## src/rtl/fft_seq_ctrl.sv

```systemverilog
// fft_seq_ctrl: in-place radix-2 FFT/IFFT frame sequencer time-sharing one external butterfly.
// Optional macro FFT_SAT_EN: clip write-back to [-128,127] and report clips on sat_flag.
module fft_seq_ctrl #(
  parameter int LOG2N = 3
) (
  input  logic                   clk,
  input  logic                   rst,
  input  logic                   mode,
  input  logic                   in_valid,
  output logic                   in_ready,
  input  logic signed [7:0]      in_data,
  output logic                   out_valid,
  input  logic                   out_ready,
  output logic signed [7:0]      out_data,
  input  logic                   tw_we,
  input  logic [LOG2N-2:0]       tw_addr,
  input  logic signed [7:0]      tw_data,
  output logic signed [7:0]      bf_a,
  output logic signed [7:0]      bf_b,
  output logic signed [7:0]      bf_w,
  output logic                   bf_s,
  input  logic signed [15:0]     bf_out_a,
  input  logic signed [15:0]     bf_out_b,
  output logic                   busy,
  output logic                   sat_flag
);
  localparam int N  = 1 << LOG2N;
  localparam int H  = N / 2;
  localparam int SW = $clog2(LOG2N);
  localparam logic [LOG2N-1:0] LAST_K = '1;
  localparam logic [LOG2N-2:0] LAST_J = '1;
  localparam logic [SW-1:0]    LAST_S = SW'(LOG2N - 1);
  localparam logic [LOG2N-1:0] ONE    = LOG2N'(1);

  typedef enum logic [1:0] {S_LOAD, S_CALC, S_DRAIN} state_t;

  state_t            state_q, state_d;
  logic [LOG2N-1:0]  cnt_q, cnt_d;
  logic [SW-1:0]     stage_q, stage_d;
  logic [LOG2N-2:0]  bfly_q, bfly_d;
  logic              mode_q, mode_d;
  logic signed [7:0] mem_q [N];
  logic signed [7:0] mem_d [N];
  logic signed [7:0] tw_q [H];
  logic signed [7:0] tw_d [H];

  logic [SW-1:0]     sh, osh;
  logic [LOG2N-1:0]  jx, half, p, top, bot, idx_full;
  logic [LOG2N-2:0]  idx;
  logic signed [7:0] na, nb;
  logic              unused_ok;

  function automatic logic [LOG2N-1:0] bitrev(input logic [LOG2N-1:0] k);
    logic [LOG2N-1:0] r;
    for (int unsigned i = 0; i < LOG2N; i++) r[i] = k[LOG2N-1-i];
    return r;
  endfunction

  // Span shift (sh) and twiddle shift (osh) swap roles between DIT and DIF.
  always_comb begin
    sh       = mode_q ? LAST_S - stage_q : stage_q;
    osh      = mode_q ? stage_q : LAST_S - stage_q;
    jx       = {1'b0, bfly_q};
    half     = ONE << sh;
    p        = jx & (half - ONE);
    top      = (((jx >> sh) << sh) << 1) | p;
    bot      = top | half;
    idx_full = p << osh;
    idx      = idx_full[LOG2N-2:0];
  end

`ifdef FFT_SAT_EN
  logic sat_q, sat_d;
  logic clip_any;

  function automatic logic signed [7:0] sat8(input logic signed [15:0] v);
    if (v > 16'sd127)       return 8'sd127;
    else if (v < -16'sd128) return 8'sh80;
    else                    return v[7:0];
  endfunction

  assign na        = sat8(bf_out_a);
  assign nb        = sat8(bf_out_b);
  assign clip_any  = (bf_out_a > 16'sd127) || (bf_out_a < -16'sd128) ||
                     (bf_out_b > 16'sd127) || (bf_out_b < -16'sd128);
  assign sat_flag  = sat_q;
  assign unused_ok = idx_full[LOG2N-1];
`else
  assign na        = bf_out_a[7:0];
  assign nb        = bf_out_b[7:0];
  assign sat_flag  = 1'b0;
  assign unused_ok = ^{bf_out_a[15:8], bf_out_b[15:8], idx_full[LOG2N-1]};
`endif

  assign bf_s = mode_q;

  always_comb begin
    state_d   = state_q;
    cnt_d     = cnt_q;
    stage_d   = stage_q;
    bfly_d    = bfly_q;
    mode_d    = mode_q;
    mem_d     = mem_q;
    tw_d      = tw_q;
`ifdef FFT_SAT_EN
    sat_d     = sat_q;
`endif
    in_ready  = 1'b0;
    out_valid = 1'b0;
    out_data  = '0;
    busy      = 1'b0;
    bf_a      = '0;
    bf_b      = '0;
    bf_w      = '0;

    if (tw_we && state_q != S_CALC) tw_d[tw_addr] = tw_data;

    unique case (state_q)
      S_LOAD: begin
        in_ready = 1'b1;
        if (in_valid) begin
          if (cnt_q == '0) begin
            mode_d = mode;
`ifdef FFT_SAT_EN
            sat_d  = 1'b0;
`endif
          end
          mem_d[mode_d ? cnt_q : bitrev(cnt_q)] = in_data;
          cnt_d = cnt_q + ONE;
          if (cnt_q == LAST_K) state_d = S_CALC;
        end
      end
      S_CALC: begin
        busy       = 1'b1;
        bf_a       = mem_q[top];
        bf_b       = mem_q[bot];
        bf_w       = tw_q[idx];
        mem_d[top] = na;
        mem_d[bot] = nb;
`ifdef FFT_SAT_EN
        if (clip_any) sat_d = 1'b1;
`endif
        bfly_d = bfly_q + 1'b1;
        if (bfly_q == LAST_J) begin
          if (stage_q == LAST_S) begin
            stage_d = '0;
            state_d = S_DRAIN;
          end else begin
            stage_d = stage_q + 1'b1;
          end
        end
      end
      S_DRAIN: begin
        out_valid = 1'b1;
        out_data  = mem_q[mode_q ? bitrev(cnt_q) : cnt_q];
        if (out_ready) begin
          cnt_d = cnt_q + ONE;
          if (cnt_q == LAST_K) state_d = S_LOAD;
        end
      end
      default: state_d = S_LOAD;
    endcase
  end

  always_ff @(posedge clk) begin
    if (rst) begin
      state_q <= S_LOAD;
      cnt_q   <= '0;
      stage_q <= '0;
      bfly_q  <= '0;
      mode_q  <= 1'b0;
      for (int unsigned i = 0; i < N; i++) mem_q[i] <= '0;
      for (int unsigned i = 0; i < H; i++) tw_q[i] <= 8'sd1;
`ifdef FFT_SAT_EN
      sat_q   <= 1'b0;
`endif
    end else begin
      state_q <= state_d;
      cnt_q   <= cnt_d;
      stage_q <= stage_d;
      bfly_q  <= bfly_d;
      mode_q  <= mode_d;
      mem_q   <= mem_d;
      tw_q    <= tw_d;
`ifdef FFT_SAT_EN
      sat_q   <= sat_d;
`endif
    end
  end

endmodule
```

## config.mk

```make
export PLATFORM = sky130hd
export DESIGN_NAME = fft_seq_ctrl
export DESIGN_NICKNAME = d
export VERILOG_FILES = /design/src/rtl/fft_seq_ctrl.sv
export SDC_FILE = /design/constraint.sdc
export NUM_CORES = 1
export LEC_CHECK = 0
export CORE_MARGIN = 3
export CORE_UTILIZATION = 40
export CTS_CLUSTER_DIAMETER = 200
export DETAILED_ROUTE_END_ITERATION = 10
export PLACE_DENSITY = 0.73
export SLEW_MARGIN = 0
export SYNTH_ARGS = -nofsm -noshare
export SYNTH_HDL_FRONTEND = slang
export SYNTH_SLANG_ARGS = --single-unit
```

## constraint.sdc

```tcl
create_clock -name clk -period 5.1 [get_ports clk]
set_clock_uncertainty 0.15 [all_clocks]
set_input_delay 1.275 -clock clk [delete_from_list [all_inputs] [get_ports clk]]
set_output_delay 1.275 -clock clk [all_outputs]
set_load 0.05 [all_outputs]
```

==> impl_metrics.ini, run 1 <==
[clock_tree]
numCtsBuffers = 9
tritoncts = done
root_buffer = clkbuf_16
cts_sinks = 106
h-tree-depth = 3
ctsHoldBuffers = 0
ctsResizeCount = 0
path_clk_slew_ps = 70
cts_buffer_depth = 2
insertion_delay_ps = 360
post-cts-setup-buffer-count = 0

[cells_and_area]
n_fill_cell = 1713
drive_gt1_frac = 0.111
fin_area_um2 = 8750
nets = 998
area_growth_pct = 19.1

[logic_synthesis]
synth_edf_count = 0
yosys_register_bits = 106
avgSynthCellArea_um2 = 8.04
synthXorXnorAreaFrac = 0.00119
synth_compound_area_frac = 0.353
synth_fp_nets = 977
synth_cell_types = 70
async_flop_share = 0
yosysSeqAreaShare = 0.289
synth_top_family_by_area = compound AO/OA/AOI/OAI gates
netlist_area_um2 = 7350
syn_inst = 914
synthFlopType = dfxtp_1
synth-simple-area-share = 0.187
synthAdderAreaFrac = 0.0119
muxShareOfSynthArea = 0.0977
yosysWarnings = 0

[critical_path]
cp-end-kind = output port
crit_slowest_cell = or4_1
setup.worst_path.class = reg2out
start_kind = flip-flop
r2r_cells = 7
worstPathMaxFanout = 17
crit_required_ps = 3670
critPathTopFamily = simple AND/OR/NAND/NOR gates
worstPathCellList = inv_2 > ha_1 > nand2b_1 > a21oi_1 > or4_1 > o221ai_1 > nor4_1 > buf_12
crit_buf_inv = 2
worstPathArrival_ps = 3560
cp.depth = 8
slowest_delay_ps = 550

[power]
swShare = 0.303
power.density_nw_per_um2 = 229
clkPwrFrac = 0.375
internal_power_uw = 1400
p_switching_uw = 606
pwr-share-comb = 0.172
total_leakage_power_uw = 0.00309
seq_power_share = 0.454
peakVddDrop_v = 0.000172

[timing]
fin_crit_ps = 4980
finalSetupViolCount = 0
worstMarginPinSlew_ps = 1280
finalHoldViolations = 0
finalSetupTns_ps = 0
post-route-period-util = 0.977
fmax_mhz = 201
slew_headroom = 0.145
drv_slew = 0
rsz0062_at_grt = false

[global_routing]
antenna_found_initial = 1
track_usage = 0.280
grt_pass1_wl_um = 44000
grt_overflow = 0
grt_max_degree = 70
grt_pass1_vias = 7476

[route]
postRouteAntennaNets = 0
via_per_inst = 7.03
wl_um = 29100
via_count = 8192
drc = 0
drt-pass1-iter-count = 6
drt_iter0_drc = 1475
wl_per_cell_um = 25.0

[floorplan]
die-height_um = 142
core_area_um2 = 17700
die_w_um = 142
io_pins = 93
die_area_um2 = 20000
rows = 48
start_util = 0.416

[placed_design]
dp_hpwl_um = 20300
port-buffer-count = 75
gp_congestion = 0.973
dpl_cell_area_um2 = 8440

[job]
maxCapViolations = 0

[run_status]
outcome = complete, no violations

[hold_path]
hold_class = reg2reg
min_path_cells = 1
## layer usage
layer  share of wire  GRT usage
met1            0.41      0.389
met2            0.42      0.396
met3            0.14      0.100
met4           0.034      0.105
met5               0          0
## per-stage QoR
step	std cells	utilization	total power, uW	setup slack, ps	hold slack (ps)
6_report	1166	0.496	2000	115	327
5_1_grt	1166	0.496	2060	0.631	350
4_1_cts	1165	0.495	1990	240	332
3_5_place_dp	1149	0.478	1250	642	316
3_3_place_gp	1149	0.478	1250	643	294
2_1_floorplan	914	-	1130	49.1	285
## Yosys cell counts (10+ instances only)
master	number	area, um^2
nand3_1	16	80.1
mux2i_1	65	651
nor2_1	102	383
nor3_1	29	145
a2bb2oi_1	20	175
a22oi_1	17	128
buf_2	28	140
nand4b_1	10	87.6
o21ai_0	18	90.1
nand2_1	73	274
clkbuf_1	39	146
a32oi_1	11	96.3
dfxtp_1	106	2120
o221ai_1	35	307
a21boi_0	13	97.6
a311oi_1	35	307
buf_1	18	67.6
a31oi_1	14	87.6
a21oi_1	47	235
and3_1	10	62.6
o22ai_1	30	188
a211oi_1	32	240
nor4_1	13	81.3
## worst reg2reg max path, cell delays in order (launching register included)
cell and delay, ps:
dfxtp_1 860, inv_2 300, ha_1 310, mux2_2 280, o31a_1 340, nor3_1 720, a22oi_1 210, a211oi_1 330
## cell usage in the layout (no fill, tap or decap), types with 9 or more instances in the layout
| cell type | instances |
|---|---|
| a211oi_1 | 32 |
| a21boi_0 | 13 |
| a21oi_1 | 47 |
| a22oi_1 | 17 |
| a2bb2oi_1 | 20 |
| a311oi_1 | 35 |
| a31oi_1 | 14 |
| a32oi_1 | 11 |
| and3_1 | 10 |
| buf_12 | 27 |
| buf_4 | 30 |
| clkbuf_16 | 9 |
| clkdlybuf4s50_1 | 42 |
| dfxtp_1 | 106 |
| mux2i_1 | 64 |
| nand2_1 | 73 |
| nand3_1 | 16 |
| nand4b_1 | 10 |
| nor2_1 | 102 |
| nor3_1 | 29 |
| nor4_1 | 13 |
| o21ai_0 | 18 |
| o221ai_1 | 35 |
| o22ai_1 | 30 |
## registers in the layout, summed over array words and instances, names as in the netlist
name     cells
mem_q       64
tw_q        32
cnt_q        3
bfly_q       2
stage_q      2
state_q      2
bf_s         1
## final timing paths
path,startpoint,endpoint,slack [ps]
setup / recovery,stage_q[0],bf_b[5],120
hold / removal,tw_q[0],tw_q[0],330
setup reg to reg,cnt_q[0],mem_q[28],1490
hold reg to reg,tw_q[0],tw_q[0],330
## power groups by stage
stage | Combinational (uW) | Sequential, uW | Clock, uW
3_5_place_dp | 330 | 924 | 0
3_3_place_gp | 325 | 923 | 0
6_report | 344 | 909 | 751
2_1_floorplan | 227 | 901 | 0
5_1_grt | 364 | 911 | 788
4_1_cts | 331 | 905 | 759
## final cells by class
type,instances,area [um^2],area share
repair buffers,99,1190,0.136
multi-input cells,707,4800,0.549
clock buffers,10,239,0.0273
well taps,225,282,0.0322
clock inverters,6,72.6,0.00829
flip-flops and latches,106,2120,0.242
inverters,12,45.0,0.00515
diodes,1,2.50,0.000286
## cell families (layout without fill, tap and decap cells)
kind of cell / Yosys count / after routing
AO/OA/AOI/OAI: 337 / 337
XOR/XNOR: 1 / 1
adder cells (fa/ha/maj): 7 / 7
buffers and inverters: 101 / 127
flip-flops: 106 / 106
multiplexers: 71 / 71
other: 1 / 2
AND/OR/NAND/NOR: 290 / 290
No activity file was read; power rests on OpenSTA's default activity.
==> inputs of run 2 (changes only) <==
- MAX_ROUTING_LAYER: unset -> met4
==> run 2 against run 1 <==
Compared with the run above:
- fmax grew 1.4%
- critical endpoint unchanged
- flip-flop and latch count unchanged
- sequential power about the same
- global-route usage is 0.068 points lower
- wire length is 4.4% lower
- final area decreased by 0.26%
==> impl_metrics.ini, run 2 (synthesized netlist as in run 1, its figures left out) <==
[run_status]
outcome = complete, no violations

[job]
maxCapViolations = 0

[floorplan]
die_w_um = 142
core_area_um2 = 17700
rows = 48
io_pins = 93
start_util = 0.416
die_area_um2 = 20000
die-height_um = 142

[placed_design]
dp_hpwl_um = 20200
gp_congestion = 0.996
placed_cells = 1150
dpl_cell_area_um2 = 8440
port-buffer-count = 75

[clock_tree]
cts_buffer_depth = 2
numCtsBuffers = 9
ctsResizeCount = 0
path_clk_slew_ps = 70
cts_sinks = 106
h-tree-depth = 3
ctsHoldBuffers = 0
tritoncts = done
post-cts-setup-buffer-count = 0
root_buffer = clkbuf_16
insertion_delay_ps = 350

[cells_and_area]
n_fill_cell = 1757
top_regs = mem_q (64), tw_q (32), cnt_q (3)
nets = 999
area_growth_pct = 18.8
largest_register_ffs = 64
mostFrequentLayoutCell = dfxtp_1
multi_input_area_um2 = 4800
final_core_util = 0.494
layout_common_cells = dfxtp_1 (106), nor2_1 (102), nand2_1 (73)
regMostFlops = mem_q
seqCellArea_um2 = 2120
fin_area_um2 = 8730
drive_gt1_frac = 0.111
finalNonFillerCells = 1167

[hold_path]
hold_class = reg2reg
worst_hold_path.endpoint = tw_q[8]
hp-start = tw_q[8]
min_path_cells = 1

[timing]
finalSetupViolCount = 0
fin_crit_ps = 4920
hold_ws_ps = 323
finalSetupTns_ps = 0
drv_slew = 0
rsz0062_at_grt = false
worstMarginPinSlew_ps = 1190
fmax_mhz = 203
slew_headroom = 0.206
finalHoldViolations = 0
post-route-period-util = 0.964

[global_routing]
grt_pass1_wl_um = 43100
track_usage = 0.279
antenna_found_initial = 1
grt_pass1_vias = 7402
grt_max_degree = 69
grt_overflow = 0

[critical_path]
start_kind = flip-flop
worstPathMaxFanout = 11
crit_required_ps = 3670
worstPathArrival_ps = 3490
rrSetupSlack_ps = 1500
r2r_cells = 7
setup.worst_path.class = reg2out
crit_buf_inv = 2
critPathTopFamily = simple AND/OR/NAND/NOR gates
cp-end-kind = output port
worstPathCellList = inv_1 > ha_1 > nand2b_1 > a21oi_1 > or4_1 > o221ai_1 > nor4_1 > buf_12
reg2reg_to = mem_q[28]
r2r-start = cnt_q[0]
crit_slowest_cell = nor4_1
slowest_delay_ps = 540

[route]
met2WireLength_um = 11900
via_per_inst = 6.90
top_layer = met4
wl_per_cell_um = 23.9
wl_met1_um = 11400
drt_iter0_drc = 1222
drt-pass1-iter-count = 6
wl_um = 27900
via_count = 8055
postRouteAntennaNets = 0
drc = 0
wl_met3_um = 3670

[power]
total_leakage_power_uw = 0.00308
power.density_nw_per_um2 = 222
peakVddDrop_v = 0.000131
[run 2: power by group]
group | switching, uW | internal [uW] | total [uW]
registers | 48.4 | 859 | 908
logic | 202 | 138 | 340
clock network | 348 | 340 | 688
[run 2: worst max path at each step]
stage               start       to  slack (ps)  depth (start not counted)
5_1_grt        stage_q[1]  bf_b[7]           3                          8
2_1_floorplan  stage_q[0]  bf_b[0]          50                         11
4_1_cts        stage_q[1]  bf_b[4]         280                          8
3_3_place_gp   stage_q[1]  bf_b[5]         750                          8
3_5_place_dp   stage_q[1]  bf_b[5]         670                          8
6_report       stage_q[1]  bf_b[5]         180                          8
[run 2: per-layer routing]
layer / global-route usage / vias up
met3: 0.0819 / 83
met2: 0.390 / 574
met1: 0.381 / 3778
met5: - / -
met4: 0.103 / 0
li1: - / 3620
[run 2: final cells by class]
cell class,instances,area share
Tap cell,225,0.0322
Multi-Input combinational cell,707,0.550
Sequential cell,106,0.243
Clock buffer,9,0.0258
Inverter,12,0.00516
Antenna cell,1,0.000287
Clock inverter,7,0.00674
Timing Repair Buffer,100,0.137
[run 2: stage by stage]
stage	worst slack, ps	power, uW
6_report	183	1940
5_1_grt	3.28	2000
4_1_cts	280	1930
3_5_place_dp	674	1250
3_3_place_gp	746	1250
2_1_floorplan	49.1	1130
[run 2: worst reg2reg max path, delay by kind of cell, from the launching register on]
kind	cells	cell delay [ps]
AND/OR/NAND/NOR	1	870
AO/OA/AOI/OAI	3	850
flip-flops	1	830
adder cells (fa/ha/maj)	1	290
multiplexers	1	290
buffers and inverters	1	250
